$ cat config.mk
export PLATFORM = sky130hd
export DESIGN_NAME = data_sram_if
export DESIGN_NICKNAME = d
export VERILOG_FILES = /design/src/rtl/data_sram_if_pkg.sv /design/src/rtl/data_sram_if_load_align.sv /design/src/rtl/data_sram_if.sv
export SDC_FILE = /design/constraint.sdc
export NUM_CORES = 1
export LEC_CHECK = 0
export ABC_AREA = 1
export BUFFER_PORTS_ARGS = -buffer_cell sky130_fd_sc_hd__buf_4
export CAP_MARGIN = 20
export CORE_ASPECT_RATIO = 0.75
export CORE_UTILIZATION = 40
export CTS_CLUSTER_DIAMETER = 60
export DETAILED_ROUTE_END_ITERATION = 16
export PLACE_DENSITY_LB_ADDON = 0.3
export REMOVE_ABC_BUFFERS = 1
export SLEW_MARGIN = 0
export SYNTH_ARGS = -nofsm -noshare
export SYNTH_HDL_FRONTEND = slang
export SYNTH_HIERARCHICAL = 1
export SYNTH_SLANG_ARGS = --single-unit
$ cat constraint.sdc
create_clock -name clk -period 2.02 [get_ports clk]
set_input_delay 0.404 -clock clk [delete_from_list [all_inputs] [get_ports clk]]
set_output_delay 0.404 -clock clk [all_outputs]
set_load 0.05 [all_outputs]
$ cat src/rtl/data_sram_if_pkg.sv
// Shared encodings for the memory-stage sram-like data interface:
// access sizes, FSM states, lane-select widths and the alignment check.
package data_sram_if_pkg;

   localparam logic [1:0] SIZE_BYTE = 2'b00;
   localparam logic [1:0] SIZE_HALF = 2'b01;
   localparam logic [1:0] SIZE_WORD = 2'b10;
   localparam logic [1:0] SIZE_ILL  = 2'b11;

   localparam int LANE_BYTE_W = 8;
   localparam int LANE_HALF_W = 16;

   typedef enum logic [1:0] {
      ST_IDLE = 2'd0,
      ST_REQ  = 2'd1,
      ST_WAIT = 2'd2,
      ST_DONE = 2'd3
   } state_e;

   // True when the size encoding is illegal or the address is not naturally aligned.
   function automatic logic misaligned(input logic [1:0] size, input logic [1:0] addr_lo);
      logic bad;
      case (size)
         SIZE_BYTE: bad = 1'b0;
         SIZE_HALF: bad = addr_lo[0];
         SIZE_WORD: bad = (addr_lo != 2'b00);
         default:   bad = 1'b1;
      endcase
      return bad;
   endfunction

endpackage

$ cat src/rtl/data_sram_if_load_align.sv
// Combinational load lane select: shifts the addressed byte/halfword of the
// read word down to bit 0 and sign- or zero-extends it.
module data_sram_if_load_align
   import data_sram_if_pkg::*;
(
   input  logic [31:0] rdata,
   input  logic [1:0]  addr_lo,
   input  logic [1:0]  size,
   input  logic        load_sign,
   output logic [31:0] aligned
);

   logic [31:0] byte_shift;
   logic [31:0] half_shift;
   logic [LANE_BYTE_W-1:0] lane_b;
   logic [LANE_HALF_W-1:0] lane_h;

   always_comb begin
      byte_shift = rdata >> {addr_lo, 3'b000};
      half_shift = rdata >> {addr_lo[1], 4'b0000};
      lane_b     = byte_shift[LANE_BYTE_W-1:0];
      lane_h     = half_shift[LANE_HALF_W-1:0];
      case (size)
         SIZE_BYTE: aligned = {{(32-LANE_BYTE_W){load_sign & lane_b[LANE_BYTE_W-1]}}, lane_b};
         SIZE_HALF: aligned = {{(32-LANE_HALF_W){load_sign & lane_h[LANE_HALF_W-1]}}, lane_h};
         default:   aligned = rdata;
      endcase
   end

endmodule

$ cat src/rtl/data_sram_if.sv
// Memory-stage bridge to an sram-like data bus: issues one request per
// load/store, stalls the pipe until data_ok, and holds the aligned load result.
module data_sram_if
   import data_sram_if_pkg::*;
(
   input  logic        clk,
   input  logic        rstn,
   input  logic        mem_en,
   input  logic        mem_wr,
   input  logic [1:0]  mem_size,
   input  logic        load_sign,
   input  logic [31:0] mem_addr,
   input  logic [31:0] mem_wdata,
   input  logic        pipe_hold,
   output logic        data_req,
   output logic        data_wr,
   output logic [1:0]  data_size,
   output logic [31:0] data_addr,
   output logic [31:0] data_wdata,
   input  logic        data_addr_ok,
   input  logic        data_data_ok,
   input  logic [31:0] data_rdata,
   output logic        mem_stall,
   output logic [31:0] load_data,
   output logic        addr_err
);

   state_e      state_q, state_d;
   logic [31:0] load_data_q, load_data_d;
   logic [31:0] aligned;
   logic        access_ok;
   logic        req_c, stall_c, capture;

   data_sram_if_load_align u_load_align (
      .rdata     (data_rdata),
      .addr_lo   (mem_addr[1:0]),
      .size      (mem_size),
      .load_sign (load_sign),
      .aligned   (aligned)
   );

   assign addr_err  = mem_en & misaligned(mem_size, mem_addr[1:0]);
   assign access_ok = mem_en & ~addr_err;

   always_comb begin
      state_d     = state_q;
      req_c       = 1'b0;
      stall_c     = 1'b0;
      capture     = 1'b0;
      load_data_d = load_data_q;
      case (state_q)
         // IDLE with a valid access behaves exactly like REQ in the same cycle.
         ST_IDLE, ST_REQ: begin
            if (state_q == ST_REQ || access_ok) begin
               req_c   = 1'b1;
               stall_c = 1'b1;
               if (data_addr_ok && data_data_ok) begin
                  state_d = ST_DONE;
                  capture = 1'b1;
               end else if (data_addr_ok) begin
                  state_d = ST_WAIT;
               end else begin
                  state_d = ST_REQ;
               end
            end
         end
         ST_WAIT: begin
            stall_c = 1'b1;
            if (data_data_ok) begin
               state_d = ST_DONE;
               capture = 1'b1;
            end
         end
         ST_DONE: begin
            if (!pipe_hold) state_d = ST_IDLE;
         end
         default: state_d = ST_IDLE;
      endcase
      if (capture && !mem_wr) load_data_d = aligned;
   end

   always_ff @(posedge clk or negedge rstn) begin
      if (!rstn) begin
         state_q     <= ST_IDLE;
         load_data_q <= 32'd0;
      end else begin
         state_q     <= state_d;
         load_data_q <= load_data_d;
      end
   end

   // Reset must silence the bus and the stall even while the pipe still presents an access.
   assign data_req  = req_c & rstn;
   assign mem_stall = stall_c & rstn;
   assign load_data = load_data_q;

   assign data_wr   = mem_wr;
   assign data_size = mem_size;
   assign data_addr = mem_addr;

   always_comb begin
      case (mem_size)
         SIZE_BYTE: data_wdata = {4{mem_wdata[7:0]}};
         SIZE_HALF: data_wdata = {2{mem_wdata[15:0]}};
         default:   data_wdata = mem_wdata;
      endcase
   end

endmodule

### After elaboration in Yosys (flattened, before gate mapping)

Cells that the tools add are included.

* input bits: 106
* word-level logic and storage cells: 44
* output and inout port bits: 102
* bits in registers: 34

* eq/ne operators: 8
* shift operators: 2
* bitwise gates (word level): 7
* reduce and logical (&&, ||, !) cells: 9
* mux-type cells: 16

Operator list (count)
* case mux 32 bit (2 select lines): 2
* right shift 32 x 5 -> 16 bit: 1
* right shift 32 x 5 -> 8 bit: 1
* 2-to-1 mux 2 bit: 5
* AND 1 bit: 6
* == test 2 bit (second input constant): 3
* inequality test 2 bit (second input constant): 3
* case mux 2 bit (3 select lines): 1
* 2-to-1 mux 1 bit: 5
* == test 2 x 1 -> 1 bit (second input constant): 2
* zero test 2 bit: 2
* case mux 1 bit (2 select lines): 2
* case mux 1 bit (3 select lines): 1
* AND reduction 3 bit: 1
* logical AND 1 bit: 2
* nonzero test 2 bit: 1
* OR reduction 2 bit: 1
* zero test 1 bit: 1
* logical OR 1 bit: 1
* NOT 1 bit: 1

### Logic depth before layout (Yosys ltp)

* word-level depth: 9
* mapped depth: 11
* gate-level depth less buffers: 9

### Hierarchy

The synthesis kept the hierarchy.

Modules (own cells, without submodules)
* data_sram_if: area an instance 2132.0 sq um, sequential area each 850.8 sq um, times used 1, cells an instance 288
* data_sram_if_load_align: area an instance 908.4 sq um, sequential area each 0.0 sq um, times used 1, cells an instance 153

### Worst setup path after synthesis

Ideal clock, no wire load.

* path type: input to output
* from: in mem_size[1]
* to: out data_wdata[10]
* slack: -360 ps
* arrival time: 1976 ps
* path buffers: 2
* stages on the path: 6
* data required time: 1616 ps
* cell sequence: buf_6 > inv_4 > nand2_2 > inv_1 > buf_2 > o21ai_0

* cells in the longest elaborated chain, start to end: 2
* elaborated cells on any way between the ends: 3
* classes of those cells: 1 x eq/ne; 1 x mux; 1 x reduce/logical

Ends and longest elaborated chain
* from (decl): RTL line data_sram_if.sv:10 `input logic [1:0] mem_size,`
* == test 2 x 1 -> 1 bit or zero test 2 bit (tied branches): RTL line data_sram_if.sv:102 `case (mem_size)`
* case mux 32 bit (2 select lines) (*): RTL line data_sram_if.sv:102
* to (decl): RTL line data_sram_if.sv:19 `output logic [31:0] data_wdata,`

Every way passes the cells marked *; elsewhere a longest branch is shown, timed or not.

### Worst setup path in the final report

* from: in mem_size[1]
* to: out data_wdata[13]

Same word-level chain as after synthesis.

==> flow_summary.ini <==
[placement]
io_buffers = 147
dpl.hpwl_microns = 8660
routabilityCongestion = 0.859
place_area_sq_mm = 0.00381

[pwr]
p_sw_frac = 0.536
p_sw_uw = 2590
peakVddDrop_v = 0.000682
leakagePower_uw = 0.00231
p_clk_frac = 0.125
p_int_uw = 2240
powerDensity_mw_per_mm2 = 1230
pwr-share-seq = 0.249
p_comb_frac = 0.626

[worst_setup_path]
regToRegSetupSlack_ns = 0.40
r2r_cells = 7
rr_endpoint = load_data[10]
r2r-start = state_q[0]
path_buf_inv = 4
path_cells = buf_4, inv_4, nand2_2, clkinvlp_4, o21ai_0, buf_4
path_class = input port to primary output
crit_path_frequent_cell = buf_4
cp_slowest_stage_delay_ns = 0.24
cp_data_required_time_ns = 1.62
slowest_stage = clkinvlp_4
startpoint = mem_size[1]
arrival_ns = 1.50
cp-end-kind = primary output
crit_family = buffers and inverters
cp_max_fo = 14
critPathCapture = data_wdata[13]
worst_setup_path_start_kind = input port
crit_cells = 6

[timing]
final-hold-violation-count = 0
period_share = 0.941
fin_skew_ns = 0.00411
rsz0062_at_grt = no
drv_slew = 0
clock.fmax_mhz = 526
fin_crit_ns = 1.90
fin_tns_setup_ns = 0
worst_slew_pin_slew_ns = 0.551
setup_viol = 0
relSlewSlack = 0.632

[die]
design.die.area_sq_mm = 0.00796
rows = 27
die_w_microns = 103
design.core.area_sq_mm = 0.00736
ios = 208
die_h_microns = 77.5
start_util = 0.413

[yosys]
synth_seq_cells = 34
ys_seq_area_frac = 0.280
synth_edf_count = 0
synthCells = 441
synth_cell_types = 31
syn_area_per_cell_sq_um = 6.89
yosysTopAreaCell = dfrtp_1
syn-cell-area_sq_mm = 0.00304
synth_top_cell_area_share = 0.280
async_flop_share = 1.00
synth_flop_cell = dfrtp_1
ys_top_cells_by_count = 190 x nand2_1, 44 x buf_4, 42 x nand3_1
synth_area_leaders = dfrtp_1 28%, nand2_1 23%, buf_4 11%
synth_warnings = 6
yosysMostFrequentCell = nand2_1

[detailed_routing]
route.final.wire_length_microns = 11100
firstDrtPassIters = 7
vias = 3215
via_per_inst = 5.03
drt-initial-drc-count = 188
ant_nets = 0
drc_errors = 0
wl_per_cell_microns = 17.4

[clocking]
numCtsBuffers = 5
cts_setup_buffers = 0
clock-sinks = 34
cts_buffer_depth = 2
clk_latency_ns = 0.29
h-tree-depth = 2
root_buffer = clkbuf_8
clk_pin_slew_worst_paths_ns = 0.07
cts_tree = built

[final_layout]
area_growth_pct = 29.1
nets = 642
final_util = 0.533
layout-drive-gt1-share = 0.397
design_area_sq_mm = 0.00393

[global_route]
track_usage = 0.283
antenna_found_initial = 0
grt_pass1_wl_microns = 16400
grt_max_degree = 35
grt_pass1_vias = 2927
overflow = 0

[status]
status = finished clean

[min_path]
hold_class = input port to async pin

[run]
cap_violations = 0
-- worst min path at each step --
stage	endpoint	slack, ns	cells after the start
3_5_place_dp	load_data[16]	0.46	2
5_1_grt	state_q[1]	0.20	2
3_3_place_gp	load_data[7]	0.46	2
4_1_cts	load_data[15]	0.18	2
6_report	state_q[1]	0.16	2
2_1_floorplan	load_data[0]	0.11	0
-- through the flow --
step	power [uW]	hold slack, ns	instances	worst slack, ns
after detailed placement	4240	0.459	630	0.0769
final	4830	0.159	639	0.120
after global routing	5120	0.198	638	0.0113
after floorplan	3120	0.108	375	-0.172
after CTS	4860	0.180	638	0.0765
after global placement	4200	0.459	630	0.161
-- flip-flops by register name, summed over array words and instances, names as in the netlist --
signal,flops
state_q,2
load_data,32
-- final cells by class --
cell class,instances,area [sq um]
Antenna cell,1,2.50
Clock buffer,8,110
Fill cell,792,3440
Inverter,23,103
Multi-Input combinational cell,318,1570
Sequential cell,34,851
Tap cell,101,126
Timing Repair Buffer,154,1170
-- kinds of logic (layout without fill, tap and decap cells) --
| family | after synthesis | after routing | synth area share |
|---|---|---|---|
| and+or+nand+nor | 291 | 291 | 0.457 |
| buffers and inverters | 89 | 185 | 0.205 |
| DFF | 34 | 34 | 0.280 |
| AOI/OAI and AO/OA | 27 | 27 | 0.0576 |
| other | 0 | 1 | 0 |
-- power by group through the flow --
stage	Combinational (uW)	Sequential (uW)	Clock, uW
after CTS	3040	1200	623
after global placement	2990	1210	0
after global routing	3210	1250	660
after floorplan	877	2240	0
after detailed placement	3030	1210	0
final	3020	1200	606
-- routing by layer --
layer,global-route usage,vias up,wire length [microns]
met5,0.0909,-,58
met4,0.0800,2,244
met3,0.169,22,1690
met2,0.367,205,4310
met1,0.378,1438,4810
li1,-,1548,-
-- cell usage in the layout (no fill, tap or decap) --
master | synthesis | final
or2_1 | 3 | 3
buf_12 | 2 | 1
a21boi_0 | 1 | 1
o21ai_1 | 2 | 3
nor2_4 | 1 | 1
nand3_2 | 23 | 23
nand2_2 | 12 | 12
or2_2 | 4 | 4
nand2_1 | 190 | 190
nor2_1 | 5 | 5
a21oi_1 | 2 | 2
buf_4 | 44 | 153
a22oi_1 | 1 | 1
inv_1 | 18 | 17
inv_4 | 2 | 2
and2_0 | 4 | 4
nand2_4 | 2 | 2
o31ai_1 | 1 | 1
o211ai_1 | 13 | 13
clkinvlp_4 | 0 | 1
o21ai_0 | 7 | 6
inv_2 | 2 | 2
inv_8 | 1 | 1
diode_2 | 0 | 1
dfrtp_1 | 34 | 34
nand3_1 | 42 | 42
clkbuf_8 | 0 | 8
nand3b_1 | 1 | 1
and3_1 | 1 | 1
and2_4 | 3 | 3
-- repair_timing --
action | CTS | global route
setup endpoints to repair | 0 | 14
gates resized for setup | 0 | 2
hold buffers | 0 | 0
Note: power is estimated with default switching activity, not from simulation.
